[src/rtl/mem_fifo_fetch_ctrl_pkg.sv]
// Shared definitions for the memory-to-FIFO fetch path.
// Holds the fetch FSM state type, default widths/depths and a clog2 helper.
package mem_fifo_fetch_ctrl_pkg;

  localparam int unsigned DefDataWidth = 8;
  localparam int unsigned DefFifoDepth = 16;

  typedef enum logic [1:0] {
    StIdle,
    StFetch,
    StDrain,
    StDone
  } fetch_state_e;

  // Ceiling log2; clog2(1) = 0.
  function automatic int unsigned clog2(input int unsigned value);
    int unsigned r;
    r = 0;
    for (int unsigned i = 0; i < 32; i++) begin
      if ((32'd1 << i) < value) r = i + 1;
    end
    return r;
  endfunction

endpackage

[src/rtl/mem_fifo_fetch_ctrl.sv]
// Burst fetch controller: reads `length` words starting at `base_addr` from a synchronous
// memory (1-cycle read latency) and pushes each returned word into a FIFO, never issuing a
// read unless the FIFO is guaranteed to have room for it.
//
// Ports:
//   clk, rst_n           clock, asynchronous active-low reset
//   start, base_addr,    transfer request and configuration, sampled in idle only
//   length
//   abort                stop issuing reads (fetch state only)
//   mem_rd_en, mem_addr  memory read strobe and address
//   mem_rd_data          read data, valid one cycle after mem_rd_en
//   fifo_level           committed FIFO occupancy
//   fifo_wr_en,          FIFO push strobe and data
//   fifo_wr_data
//   busy, done, aborted  status: not idle, one-cycle completion pulse, ended by abort
module mem_fifo_fetch_ctrl
  import mem_fifo_fetch_ctrl_pkg::*;
#(
  parameter int unsigned DATA_WIDTH = DefDataWidth,
  parameter int unsigned ADDR_WIDTH = 8,
  parameter int unsigned LEN_WIDTH  = 9,
  parameter int unsigned FIFO_DEPTH = DefFifoDepth,
  parameter int unsigned LVL_WIDTH  = clog2(FIFO_DEPTH) + 1
) (
  input  logic                  clk,
  input  logic                  rst_n,
  input  logic                  start,
  input  logic [ADDR_WIDTH-1:0] base_addr,
  input  logic [LEN_WIDTH-1:0]  length,
  input  logic                  abort,
  output logic                  mem_rd_en,
  output logic [ADDR_WIDTH-1:0] mem_addr,
  input  logic [DATA_WIDTH-1:0] mem_rd_data,
  input  logic [LVL_WIDTH-1:0]  fifo_level,
  output logic                  fifo_wr_en,
  output logic [DATA_WIDTH-1:0] fifo_wr_data,
  output logic                  busy,
  output logic                  done,
  output logic                  aborted
);

  localparam logic [LVL_WIDTH:0] DepthLvl = (LVL_WIDTH + 1)'(FIFO_DEPTH);

  fetch_state_e          state_q, state_d;
  logic [ADDR_WIDTH-1:0] base_q;
  logic [LEN_WIDTH-1:0]  len_q;
  logic [LEN_WIDTH-1:0]  cnt_q;
  logic                  wr_en_q;
  logic                  aborted_q;
  logic                  space_ok;
  logic                  issue;
  logic                  last_issue;

  // level + in-flight word + this read must fit: level + wr_en + 1 <= depth.
  assign space_ok   = ({1'b0, fifo_level} + {{LVL_WIDTH{1'b0}}, wr_en_q}) < DepthLvl;
  assign issue      = (state_q == StFetch) && !abort && space_ok;
  assign last_issue = issue && (cnt_q == (len_q - LEN_WIDTH'(1)));

  // State register
  always_ff @(posedge clk or negedge rst_n) begin
    if (!rst_n) begin
      state_q <= StIdle;
    end else begin
      state_q <= state_d;
    end
  end

  // Next-state logic
  always_comb begin
    state_d = state_q;
    unique case (state_q)
      StIdle: begin
        if (start) state_d = (length == '0) ? StDone : StFetch;
      end
      StFetch: begin
        if (abort || last_issue) state_d = StDrain;
      end
      StDrain: state_d = StDone;
      StDone:  state_d = StIdle;
      default: state_d = StIdle;
    endcase
  end

  // Outputs
  always_comb begin
    mem_rd_en    = issue;
    mem_addr     = base_q + ADDR_WIDTH'(cnt_q);
    fifo_wr_en   = wr_en_q;
    fifo_wr_data = mem_rd_data;
    busy         = (state_q != StIdle);
    done         = (state_q == StDone);
    aborted      = (state_q == StDone) && aborted_q;
  end

  // Configuration capture, issue counter and the one-stage read-valid pipe
  always_ff @(posedge clk or negedge rst_n) begin
    if (!rst_n) begin
      base_q    <= '0;
      len_q     <= '0;
      cnt_q     <= '0;
      wr_en_q   <= 1'b0;
      aborted_q <= 1'b0;
    end else begin
      wr_en_q <= issue;
      if ((state_q == StIdle) && start) begin
        base_q    <= base_addr;
        len_q     <= length;
        cnt_q     <= '0;
        aborted_q <= 1'b0;
      end else if (issue) begin
        cnt_q <= cnt_q + LEN_WIDTH'(1);
      end
      if ((state_q == StFetch) && abort) aborted_q <= 1'b1;
    end
  end

endmodule

[config.mk]
export PLATFORM = sky130hd
export DESIGN_NAME = mem_fifo_fetch_ctrl
export DESIGN_NICKNAME = d
export VERILOG_FILES = /design/src/rtl/mem_fifo_fetch_ctrl_pkg.sv /design/src/rtl/mem_fifo_fetch_ctrl.sv
export SDC_FILE = /design/constraint.sdc
export NUM_CORES = 1
export LEC_CHECK = 0
export CORE_MARGIN = 5
export CORE_UTILIZATION = 49
export CTS_CLUSTER_SIZE = 14
export DETAILED_ROUTE_END_ITERATION = 16
export PLACE_DENSITY = 0.8
export SETUP_SLACK_MARGIN = 0.05
export SYNTH_ARGS = -nofsm -noshare
export SYNTH_HDL_FRONTEND = slang
export SYNTH_SLANG_ARGS = --single-unit
[constraint.sdc]
create_clock -name clk -period 2.5 [get_ports clk]
set_input_delay 0.25 -clock clk [delete_from_list [all_inputs] [get_ports clk]]
set_output_delay 0.25 -clock clk [all_outputs]
set_load 0.02 [all_outputs]
* Yosys cells after proc, flatten, opt, wreduce, memory -nomap -nowiden
Index checks and enable logic that the tools add are counted.
** Word-level totals
- Bits in registers :: 30
- Input bits :: 34
** Operators by class
- $add $sub $neg :: 4
- Order comparisons :: 1
- Eq/ne operators :: 6
- Mux-type cells :: 8
- Reductions and logical operators :: 14
** Operators with widths (number)
- 2-to-1 mux 9 bit :: 2
- adder 9 x 1 -> 9 bit (second input constant) :: 1
- == test 9 bit :: 1
- zero test 9 bit :: 1
- subtractor 9 x 1 -> 9 bit (second input constant) :: 1
- adder 8 bit :: 1
- case mux 2 bit (4 select lines) :: 1
- adder 5 x 1 -> 6 bit :: 1
- logical AND 1 bit :: 6
- less-than comparator 6 x 5 -> 1 bit (second input constant) :: 1
- 2-to-1 mux 2 bit :: 3
- nonzero test 2 bit :: 3
- == test 2 bit (second input constant) :: 2
- == test 2 x 1 -> 1 bit (second input constant) :: 1
- zero test 2 bit :: 1
- 2-to-1 mux 1 bit :: 2
- inequality test 2 x 1 -> 1 bit (second input constant) :: 1
- inequality test 2 bit (second input constant) :: 1
- AND reduction 2 bit :: 1
- zero test 1 bit :: 1
- logical OR 1 bit :: 1

* Longest topological paths before layout
- Depth after elaboration :: 7
- Gate-level depth with buffers :: 9
- Depth with buffers taken out :: 9

* Worst setup path before layout
OpenSTA, ideal clock, no wires.
- Path kind :: reg-to-reg
- Start :: register state_q[1]
- End :: register state_q[0]
- Arrival :: 2.019 ns
- Data required time :: 2.375 ns
- Setup slack :: 0.355 ns
- Cell stages (with the launch flop) :: 9
- Path buffers :: 0
- Clock period less this slack :: 2.145 ns
- Path through :: dfrtp_1 -> inv_1 -> ha_1 -> nand2b_2 -> a311oi_4 -> and3_1 -> o2111ai_2 -> and4b_1 -> nor3_2
** Between the ends
- Cells in the longest elaborated chain, start to end :: 7
** RTL lines
- start: declaration :: RTL line mem_fifo_fetch_ctrl.sv:44 : fetch_state_e state_q, state_d;
- start signal: assignment :: RTL line mem_fifo_fetch_ctrl.sv:62 : state_q <= StIdle;
- start signal: assignment :: RTL line mem_fifo_fetch_ctrl.sv:64 : state_q <= state_d;
- == test 2 x 1 -> 1 bit :: RTL line mem_fifo_fetch_ctrl.sv:56 : assign issue = (state_q == StFetch) && !abort && space_ok;
- logical AND 1 bit (2 in series) :: RTL line mem_fifo_fetch_ctrl.sv:56
- via mem_rd_en :: RTL line mem_fifo_fetch_ctrl.sv:31 : output logic mem_rd_en,
- logical AND 1 bit :: RTL line mem_fifo_fetch_ctrl.sv:57 : assign last_issue = issue && (cnt_q == (len_q - LEN_WIDTH'(1)));
- logical OR 1 bit :: RTL line mem_fifo_fetch_ctrl.sv:76 : if (abort || last_issue) state_d = StDrain;
- inequality test 2 x 1 -> 1 bit (no source line)
- AND reduction 2 bit (no source line)
The timed path passes the listed nets, and every way through them passes these cells.
A chain may end at the register's enable or synchronous reset.

* Worst setup path after layout
- Start :: register base_q[1]
- End :: output mem_addr[7]
** Between the ends
- Cells in the longest elaborated chain, start to end :: 1
** RTL lines
- start: declaration :: RTL line mem_fifo_fetch_ctrl.sv:45 : logic [ADDR_WIDTH-1:0] base_q;
- start signal: assignment :: RTL line mem_fifo_fetch_ctrl.sv:106 : base_q <= base_addr;
- adder 8 bit :: RTL line mem_fifo_fetch_ctrl.sv:87 : mem_addr = base_q + ADDR_WIDTH'(cnt_q);
- end: declaration :: RTL line mem_fifo_fetch_ctrl.sv:32 : output logic [ADDR_WIDTH-1:0] mem_addr,
No other way between the ends.

==> flow_summary_export.csv <==
group,metric,value,unit
logic_synthesis,synth-edff-count,0,
logic_synthesis,synthAdderAreaFrac,0.0942,
timing,fin_crit_sh,0.974,
finish,final_area,2660,um2
power,p_clk_frac,0.147,
power,ir_drop,588,uV
placement,portBuffers,38,
logic_synthesis,synth_top_cells_by_count,"51 x nand2_1, 30 x dfrtp_1, 24 x nor2_1",
timing,hold_viol,0,
logic_synthesis,ys_top_cells_by_area,"dfrtp_1 36%, nand2_1 9.2%, ha_1 8.5%",
worst_setup_path,critical_path_class,"reg2out",
status,status,"completed",
logic_synthesis,yosys_warnings,0,
global_route,grt_pass1_vias,1783,
routing,ant_nets,0,
clocking,cts_tree,"built",
worst_setup_path,cp-startpoint,"base_q[1]$_DFFE_PN0P_",
clocking,clkLatencyLatePin,0.29,ns
logic_synthesis,avgSynthCellArea,8.71,um2
power,power.density,1050,nW/um2
routing,wl_per_cell,14.2,um
worst_setup_path,rr_worst_depth,9,
floorplan,rows,23,
routing,drc,0,
power,power.total,2.78,mW
clocking,clkTransAtPathRegs,0.06,ns
clocking,clockRootBuffer,"clkbuf_8",
worst_hold_path,hold_class,"in2async",
power,p_int,1.61,mW
power,sw_frac_of_total,0.420,
clocking,cts_buffers,5,
logic_synthesis,synth_mux_area_frac,0.00483,
timing,setup_viol,0,
finish,final_core_util,0.655,
power,power.switching,1.17,mW
logic_synthesis,synth_top_area_share,0.362,
timing,clock-skew-final,0.00887,ns
global_route,antenna_found_initial,0,
power,p_seq_frac,0.294,
worst_setup_path,crit_fanout,2,
timing,rsz0062_at_grt,"true",
placement,dp_hpwl,3520,um
timing,whs,0.366,ns
timing,period_needed,2.44,ns
timing,max_freq,411,MHz
finish,num-fill-cells,322,
finish,syn_to_final_growth,28.3,%
floorplan,core_region_area,4060,um2
logic_synthesis,synth_seq_cells,30,
logic_synthesis,synth_cells,238,
global_route,gr-total-overflow,0,
clocking,cts-hold-fix-buffers,0,
logic_synthesis,ys_seq_area_frac,0.362,
global_route,grt_max_degree,31,
floorplan,start_util,0.511,
clocking,clockBufferDepth,2,
routing,first_iter_violations,115,
routing,route.vias.total,1760,
finish,diodes,0,
finish,drive_gt1_frac,0.154,
clocking,numClockSinks,30,
logic_synthesis,async_reset_ff_frac,1.00,
finish,instances_no_fill,335,
logic_synthesis,synthFlopType,"dfrtp_1",
routing,via_per_inst,5.25,
floorplan,io_pins,55,
placement,dp_cells,327,
floorplan,die_area,5630,um2
logic_synthesis,synth_most_common_cell,"nand2_1",
logic_synthesis,synth.cell_area,2070,um2
floorplan,die_x,75.0,um
worst_setup_path,r2r_start,"state_q[1]$_DFFE_PN0P_",
worst_setup_path,end_kind,"primary output",
logic_synthesis,synth_top_family_by_area,"simple AND/OR/NAND/NOR gates",
clocking,h-tree-depth,2,
logic_synthesis,yosys.area_share.simple,0.278,
floorplan,die_h,75.0,um
logic_synthesis,synth_nets,287,
worst_setup_path,start_kind,"flip-flop",
logic_synthesis,ys_types,46,
worst_setup_path,critPathRequiredTime,2.25,ns
global_route,grt_pass1_wl,7820,um
logic_synthesis,yosysTopAreaCell,"dfrtp_1",
worst_setup_path,timing.rr.end,"cnt_q[7]$_DFFE_PN0P_",
timing,worst_pin_slew,0.541,ns
power,pwr-share-comb,0.559,
finish,finalNetCount,333,
timing,relSlewSlack,0.639,
routing,drt-total-wl,4750,um
global_route,grt.total_usage,0.186,
power,p_leak,1.33,nW
worst_setup_path,reg2reg_slack,0.35,ns
timing,maxSlewViolCount,0,
logic_synthesis,synth-compound-area-share,0.0845,
worst_setup_path,arrival,2.19,ns
placement,routabilityCongestion,0.762,
logic_synthesis,synth_xor_area_frac,0.105,
routing,first_pass_iters,4,
worst_setup_path,crit_end,"mem_addr[7]",
clocking,post_cts_buffers,0,
placement,placed_cell_area,2540,um2
run,drv_cap,0,
-- worst min path at each step --
stage	start	end	slack, ns	cells after the start
global route	rst_n	base_q[4]$_DFFE_PN0P_	0.40	2
finish	rst_n	cnt_q[0]$_DFFE_PN0P_	0.37	2
detailed placement	base_q[0]$_DFFE_PN0P_	base_q[0]$_DFFE_PN0P_	0.48	2
global placement	base_q[0]$_DFFE_PN0P_	base_q[0]$_DFFE_PN0P_	0.47	2
floorplan	rst_n	aborted_q$_DFFE_PN0P_	-0.05	0
CTS	rst_n	cnt_q[0]$_DFFE_PN0P_	0.37	2
-- power by group through the flow --
stage	Combinational, mW	Sequential, mW	Clock [mW]
CTS	1.54	0.814	0.421
finish	1.55	0.818	0.408
global route	1.74	0.843	0.441
floorplan	1.04	0.795	0
global placement	1.50	0.812	0
detailed placement	1.55	0.823	0
-- through the flow --
step,TNS [ns],worst slack [ns]
6_report,0,0.0649
5_1_grt,-0.0211,-0.0211
4_1_cts,0,0.0150
3_5_place_dp,-0.313,-0.230
3_3_place_gp,-0.220,-0.207
2_1_floorplan,0,0.355
-- cells in the final DEF (no fill, tap or decap), types with 2 or more instances in the layout --
cell	netlist	routed
a21o_1	2	2
a21oi_1	4	2
a21oi_2	0	2
and2_1	3	3
and3_1	4	4
buf_4	10	20
clkbuf_8	0	6
clkdlybuf4s50_1	0	31
dfrtp_1	30	30
dlymetal6s2s_1	0	2
ha_1	14	13
inv_1	11	11
nand2_1	51	51
nand2b_1	4	4
nand3_1	2	2
nand3b_1	2	2
nand4_1	4	4
nor2_1	24	24
nor2b_1	3	3
nor3_1	5	5
nor3b_1	2	2
nor4_1	4	4
o21ai_0	5	5
o31ai_1	2	2
or2_2	2	2
xnor2_1	11	10
xnor2_2	1	2
xor2_1	12	12
-- logic make-up (layout without fill, tap and decap cells) --
group / count (synthesis) / after routing
AOI/OAI and AO/OA: 22 / 22
xor gates and xnor gates: 24 / 24
adders and majority gates: 15 / 15
buffers and inverters: 27 / 74
DFF: 30 / 30
muxes: 1 / 1
and+or+nand+nor: 119 / 119
-- final cells by class --
class                           count  area, um2  area share
Multi-Input combinational cell    181       1210       0.456
Sequential cell                    30        751       0.282
Timing Repair Buffer               55        499       0.188
Clock buffer                        7       86.3      0.0325
Tap cell                           50       62.6      0.0235
Inverter                           11       41.3      0.0155
Clock inverter                      1       5.00     0.00188
-- layer usage --
layer / global-route usage / share of wire / vias to the layer above
li1: - / - / 874
met5: 0 / 0 / -
met3: 0.0454 / 0.039 / 7
met4: 0.0810 / 0.017 / 0
met2: 0.317 / 0.51 / 31
met1: 0.222 / 0.43 / 848
-- registers in the layout, summed over array words and instances (netlist names) --
| register | flops |
|---|---|
| base_q | 8 |
| aborted_q | 1 |
| fifo_wr_en | 1 |
| state_q | 2 |
| len_q | 9 |
| cnt_q | 9 |
-- timing repair --
action / CTS / global route
endpoints found under the setup margin: 6 / 6
gates resized for setup: 20 / 10
endpoints found under the hold margin: 0 / 0
cloned: 0 / 0
pin swaps: 0 / 1
-- worst max-delay path, cell delays in order, from the launching register on --
cell	delay (ns)
dfrtp_1	0.38
ha_1	0.29
a21o_1	0.19
a21oi_2	0.15
nor2b_1	0.07
o21a_1	0.20
o41ai_2	0.21
buf_4	0.17
xnor2_2	0.09
buf_4	0.15
Note: power is estimated with default switching activity, not from simulation.
